File: config.mk
export PLATFORM = sky130hd
export DESIGN_NAME = sram_master
export DESIGN_NICKNAME = d
export VERILOG_FILES = /design/src/rtl/sram_master.sv
export SDC_FILE = /design/constraint.sdc
export NUM_CORES = 1
export LEC_CHECK = 0
export ABC_CLOCK_PERIOD_IN_PS = 4200
export BUFFER_PORTS_ARGS = -buffer_cell sky130_fd_sc_hd__buf_2
export CAP_MARGIN = 10
export CORE_ASPECT_RATIO = 0.75
export CORE_MARGIN = 10
export CORE_UTILIZATION = 35
export CTS_CLUSTER_DIAMETER = 200
export CTS_CLUSTER_SIZE = 8
export DETAILED_ROUTE_END_ITERATION = 6
export SETUP_SLACK_MARGIN = 0.2
export SYNTH_ARGS = -nofsm -noshare
export SYNTH_HDL_FRONTEND = slang
export SYNTH_SLANG_ARGS = --single-unit
File: constraint.sdc
create_clock -name clk -period 4.2 [get_ports clk]
set_input_delay 0.42 -clock clk [delete_from_list [all_inputs] [get_ports clk]]
set_output_delay 0.42 -clock clk [all_outputs]
set_load 0.02 [all_outputs]
File: src/rtl/sram_master.sv
// ---------------------------------------------------------------------------
// sram_master
//
// Initiator for the small single-port SRAM array. It accepts single read or
// write requests on a valid/ready interface and turns each one into the pin
// sequence the array needs:
//   - a write is one cycle with en=1, wr=1
//   - a read is two cycles with en=1, wr=0 (issue, then sample)
// Read data comes back on a one-cycle response strobe.
//
// A built-in self-test (BIST) writes seed+i to every address i, reads every
// address back and counts the words that differ from seed+i.
//
// Ports
//   clk, rst        clock (rising edge); synchronous active-low reset
//   req_valid       request present
//   req_ready       master can take a request this cycle
//   req_wr          1 = write, 0 = read
//   req_addr        request address
//   req_wdata       write data
//   rsp_valid       one-cycle strobe, rsp_rdata carries read data
//   rsp_rdata       last read data, held until the next read response
//   bist_start      start self-test (only looked at while idle)
//   bist_seed       pattern seed, captured with bist_start
//   bist_busy       self-test in progress
//   bist_done       one-cycle strobe when the self-test finishes
//   bist_pass       last self-test saw no mismatches
//   bist_err_cnt    mismatch count of the last self-test
//   mem_en/mem_wr   SRAM enable / write strobe
//   mem_addr        SRAM address
//   mem_wdata       SRAM write data
//   mem_rdata       SRAM read data (only meaningful while en && !wr)
// ---------------------------------------------------------------------------
module sram_master #(
  parameter int ADDR_W = 2,
  parameter int DATA_W = 4
) (
  input  logic              clk,
  input  logic              rst,

  input  logic              req_valid,
  output logic              req_ready,
  input  logic              req_wr,
  input  logic [ADDR_W-1:0] req_addr,
  input  logic [DATA_W-1:0] req_wdata,

  output logic              rsp_valid,
  output logic [DATA_W-1:0] rsp_rdata,

  input  logic              bist_start,
  input  logic [DATA_W-1:0] bist_seed,
  output logic              bist_busy,
  output logic              bist_done,
  output logic              bist_pass,
  output logic [ADDR_W:0]   bist_err_cnt,

  output logic              mem_en,
  output logic              mem_wr,
  output logic [ADDR_W-1:0] mem_addr,
  output logic [DATA_W-1:0] mem_wdata,
  input  logic [DATA_W-1:0] mem_rdata
);

  localparam int CNT_W = ADDR_W + 1;

  typedef enum logic [2:0] {
    IDLE,
    WRITE,
    RD_ISSUE,
    RD_SAMPLE,
    B_WR,
    B_RD_ISSUE,
    B_RD_SAMPLE
  } state_t;

  state_t            state;
  logic [ADDR_W-1:0] lat_addr;
  logic [DATA_W-1:0] seed;
  logic [ADDR_W-1:0] idx;

  logic [ADDR_W-1:0] idx_inc;
  logic              idx_last;
  logic [DATA_W-1:0] exp_data;
  logic [DATA_W-1:0] next_wdata;
  logic              bist_mismatch;
  logic [CNT_W-1:0]  err_cnt_next;

  // The ready term looks at bist_start directly so a self-test request wins
  // over a bus request arriving in the same idle cycle, and stays low while
  // reset is held.
  assign req_ready = rst && (state == IDLE) && !bist_start;

  // BIST address walk and the pattern values derived from it. The walk ends
  // on the last address rather than on the wrap back to zero.
  always_comb begin
    idx_inc    = idx + ADDR_W'(1);
    idx_last   = (idx == {ADDR_W{1'b1}});
    exp_data   = seed + DATA_W'(idx);
    next_wdata = seed + DATA_W'(idx_inc);
  end

  // Case inequality so an undriven or unknown read bus also counts as an
  // error instead of silently matching.
  always_comb begin
    bist_mismatch = (mem_rdata !== exp_data);
    err_cnt_next  = bist_err_cnt + CNT_W'(bist_mismatch);
  end

  // Single control FSM. All SRAM pins and status outputs are registered: the
  // value loaded at an edge is the value for the state entered at that edge,
  // so every branch that moves into an active state also loads the pins that
  // state drives. Pins default back to zero, which parks the SRAM bus.
  always_ff @(posedge clk) begin
    if (!rst) begin
      state        <= IDLE;
      lat_addr     <= '0;
      seed         <= '0;
      idx          <= '0;
      rsp_valid    <= 1'b0;
      rsp_rdata    <= '0;
      bist_busy    <= 1'b0;
      bist_done    <= 1'b0;
      bist_pass    <= 1'b0;
      bist_err_cnt <= '0;
      mem_en       <= 1'b0;
      mem_wr       <= 1'b0;
      mem_addr     <= '0;
      mem_wdata    <= '0;
    end else begin
      rsp_valid <= 1'b0;
      bist_done <= 1'b0;
      mem_en    <= 1'b0;
      mem_wr    <= 1'b0;
      mem_addr  <= '0;
      mem_wdata <= '0;

      case (state)
        IDLE: begin
          if (bist_start) begin
            seed         <= bist_seed;
            idx          <= '0;
            bist_err_cnt <= '0;
            bist_pass    <= 1'b0;
            bist_busy    <= 1'b1;
            state        <= B_WR;
            mem_en       <= 1'b1;
            mem_wr       <= 1'b1;
            mem_addr     <= '0;
            mem_wdata    <= bist_seed;
          end else if (req_valid) begin
            lat_addr <= req_addr;
            mem_en   <= 1'b1;
            mem_addr <= req_addr;
            if (req_wr) begin
              state     <= WRITE;
              mem_wr    <= 1'b1;
              mem_wdata <= req_wdata;
            end else begin
              state <= RD_ISSUE;
            end
          end
        end

        WRITE: begin
          state <= IDLE;
        end

        // The array latches its read register at the end of the issue cycle,
        // so the address must stay put for the sample cycle as well.
        RD_ISSUE: begin
          state    <= RD_SAMPLE;
          mem_en   <= 1'b1;
          mem_addr <= lat_addr;
        end

        RD_SAMPLE: begin
          rsp_rdata <= mem_rdata;
          rsp_valid <= 1'b1;
          state     <= IDLE;
        end

        B_WR: begin
          if (idx_last) begin
            idx      <= '0;
            state    <= B_RD_ISSUE;
            mem_en   <= 1'b1;
            mem_addr <= '0;
          end else begin
            idx       <= idx_inc;
            mem_en    <= 1'b1;
            mem_wr    <= 1'b1;
            mem_addr  <= idx_inc;
            mem_wdata <= next_wdata;
          end
        end

        B_RD_ISSUE: begin
          state    <= B_RD_SAMPLE;
          mem_en   <= 1'b1;
          mem_addr <= idx;
        end

        // Pass/fail uses the count including this last sample.
        B_RD_SAMPLE: begin
          bist_err_cnt <= err_cnt_next;
          if (idx_last) begin
            idx       <= '0;
            state     <= IDLE;
            bist_busy <= 1'b0;
            bist_done <= 1'b1;
            bist_pass <= (err_cnt_next == '0);
          end else begin
            idx      <= idx_inc;
            state    <= B_RD_ISSUE;
            mem_en   <= 1'b1;
            mem_addr <= idx_inc;
          end
        end

        default: begin
          state <= IDLE;
        end
      endcase
    end
  end

endmodule

==> run metrics <==
Int Pwr 476 uW; #FFs+latches synth 30; H-tree levels 2; starting density of the core 0.359; core footprint 4440 um^2; clock share of power 0.318; root buf cell clkbuf_8; Fillers 457; status completed; warnings from Yosys 0; Overall Global Routing Usage 0.109; top cells by count, synth 30 x dfxtp_1, 18 x a21oi_1, 14 x nand2_1, 14 x nand3_1, 10 x nor2_1; Fin Setup TNS 0 ps; Total Wirelength 4110 um; Syn Area/Cell 8.81 um^2; num ports 39; Via density 5.19; Synth top area share 0.376; count of cell types in the netlist 44; area delta synth->final 18.0%; RSZ-0062 raised after global routing no; peak supply drop 153 uV; largest area contributor in the netlist dfxtp_1; largest net degree at the start of global routing 26; pre-CTS setup slack 1120 ps; Worst-Margin Slew 809 ps; Clk pin slew, worst setup/hold paths 60 ps; Via Count 1413; Rows 21; CTS Buf Count 5; die area 7690 um^2; EDFF count, synth 0; Max-cap violations 0; Post-CTS Resized 0; Final Slew Violations 0; vias in the first global route 1362; WL/cell 15.1 um; routability cong. 0.793; IO Port Bufs 38; Antenna Nets Post-Route 0; pwr/cell area 366 nW/um^2; Ant. Diodes 0; Lkg Pwr 0.809 nW; initial antenna violation count 0; die extent in y 78.5 um; post-route clock period utilization 0.736; CTS Buffer Depth 2; crit path kind register to register; min Tclk post-route 3090 ps; Final WS setup 1110 ps; Syn Std Cell Area 1600 um^2; Post-CTS Repair Setup Buffers 0; net load switching power 213 uW; most frequent cell after synthesis dfxtp_1; CP startpoint kind register; placed insts 265; Req. time, crit path 4420 ps; Main synth FF type dfxtp_1; CP Capture Type register; hold crit path type input pin to register; Net Sw Frac 0.309; Worst Path Max Fanout 7; post-synthesis async set-or-reset flop share 0; fin cells 272; drt first pass iters 4; Setup violations, final 0; Seq. cell area 601 um^2; worst skew pair latency 290 ps; Net Count, Synth 209; Seq pwr share 0.481; main area contributors after synthesis dfxtp_1 38%, a21oi_1 5.6%, ha_1 5.5%; CTS sink cnt 30; Fmax 324 MHz; sequential share of the synthesized area 0.376; Multi-input gate area 910 um^2; Clock Skew 6.95 ps; DR DRC count 0; total grt overflow 0; Hold Violations, Final 0; Initial DRC Count 83; first-pass GRT wire length 6730 um; hold_buf cts 0; combinational share of power 0.201; max-slew headroom at the worst pin 0.460; fraction of layout cells with a size suffix above 1 0.237; CP arrival 3310 ps; Synth Instances 181; DP HPWL 2980 um; CTS tree yes; Layout Nets 243; Die Width 98.0 um
==> final timing paths <==
| check | startpoint | endpoint | slack [ps] | depth (start not counted) |
|---|---|---|---|---|
| max | idx[0] | bist_pass | 1110 | 10 |
| min | bist_seed[3] | seed[3] | 380 | 3 |
| max reg2reg | idx[0] | bist_pass | 1110 | 10 |
| min reg2reg | lat_addr[1] | mem_addr[1] | 470 | 2 |
==> state kept, by name, summed over array words and instances, names as in the netlist <==
register and flops:
rsp_rdata 4, lat_addr 2, mem_en 1, bist_pass 1, bist_done 1, mem_wdata 4, mem_addr 2, seed 4
state 3, bist_busy 1, rsp_valid 1, mem_wr 1, bist_err_cnt 3, idx 2
==> routing by layer <==
layer	part of all wire	vias to the layer above	routed length (um)	track usage
li1	-	714	-	-
met1	0.49	665	2030	0.138
met2	0.43	26	1760	0.157
met3	0.058	8	240	0.0446
met4	0.018	0	74	0.0522
met5	0	-	0	0
==> cell families after synthesis <==
kind of cell,count (synthesis),share of synthesized area
mux,4,0.0251
xor+xnor,6,0.0423
fa+ha+maj,9,0.0800
flops,30,0.376
compound gates,39,0.149
simple gates,73,0.274
buf+inv,20,0.0533
==> power groups by stage <==
stage	Clock (mW)	Sequential (mW)	Combinational [mW]
2_1_floorplan	0	0.332	0.102
3_3_place_gp	0	0.337	0.139
3_5_place_dp	0	0.337	0.140
4_1_cts	0.228	0.331	0.141
5_1_grt	0.238	0.336	0.155
6_report	0.219	0.331	0.139
==> per-stage QoR <==
stage	area, um^2	total power [mW]	utilization	hold WS, ps
final	1880	0.689	0.424	385
after global routing	1880	0.730	0.424	394
after global placement	1810	0.476	0.407	457
after detailed placement	1810	0.477	0.407	468
after CTS	1880	0.700	0.424	381
after floorplan	1600	0.434	-	444
==> placed cells by master (no fill, tap or decap), types with 3 or more instances in the layout <==
cell / netlist / routed
buf_2: 8 / 38
dfxtp_1: 30 / 30
a21oi_1: 18 / 18
nand3_1: 14 / 14
nand2_1: 14 / 14
nor2_1: 10 / 10
inv_1: 8 / 8
ha_1: 7 / 7
o21ai_0: 5 / 5
a31oi_1: 5 / 5
clkbuf_8: 0 / 5
xor2_1: 4 / 4
nand2b_1: 4 / 4
nand3b_1: 4 / 4
mux2i_1: 4 / 4
nor2b_1: 3 / 3
nand4_1: 3 / 3
nand4b_1: 3 / 3
==> layout make-up <==
class,count,share of cell area
flip-flops and latches,30,0.319
multi-input cells,131,0.483
well taps,57,0.0379
inverters,9,0.0180
repair buffers,38,0.101
clock buffers,7,0.0406
==> worst max-delay path, stage by stage, from the launching register on <==
cell,delay [ps]
dfxtp_1,430
ha_1,210
inv_1,60
fa_1,510
xor2_1,150
nand3_1,70
or3b_2,480
ha_1,200
ha_1,280
or4_1,510
a21oi_1,130
Power figures use the tool's default switching activity.
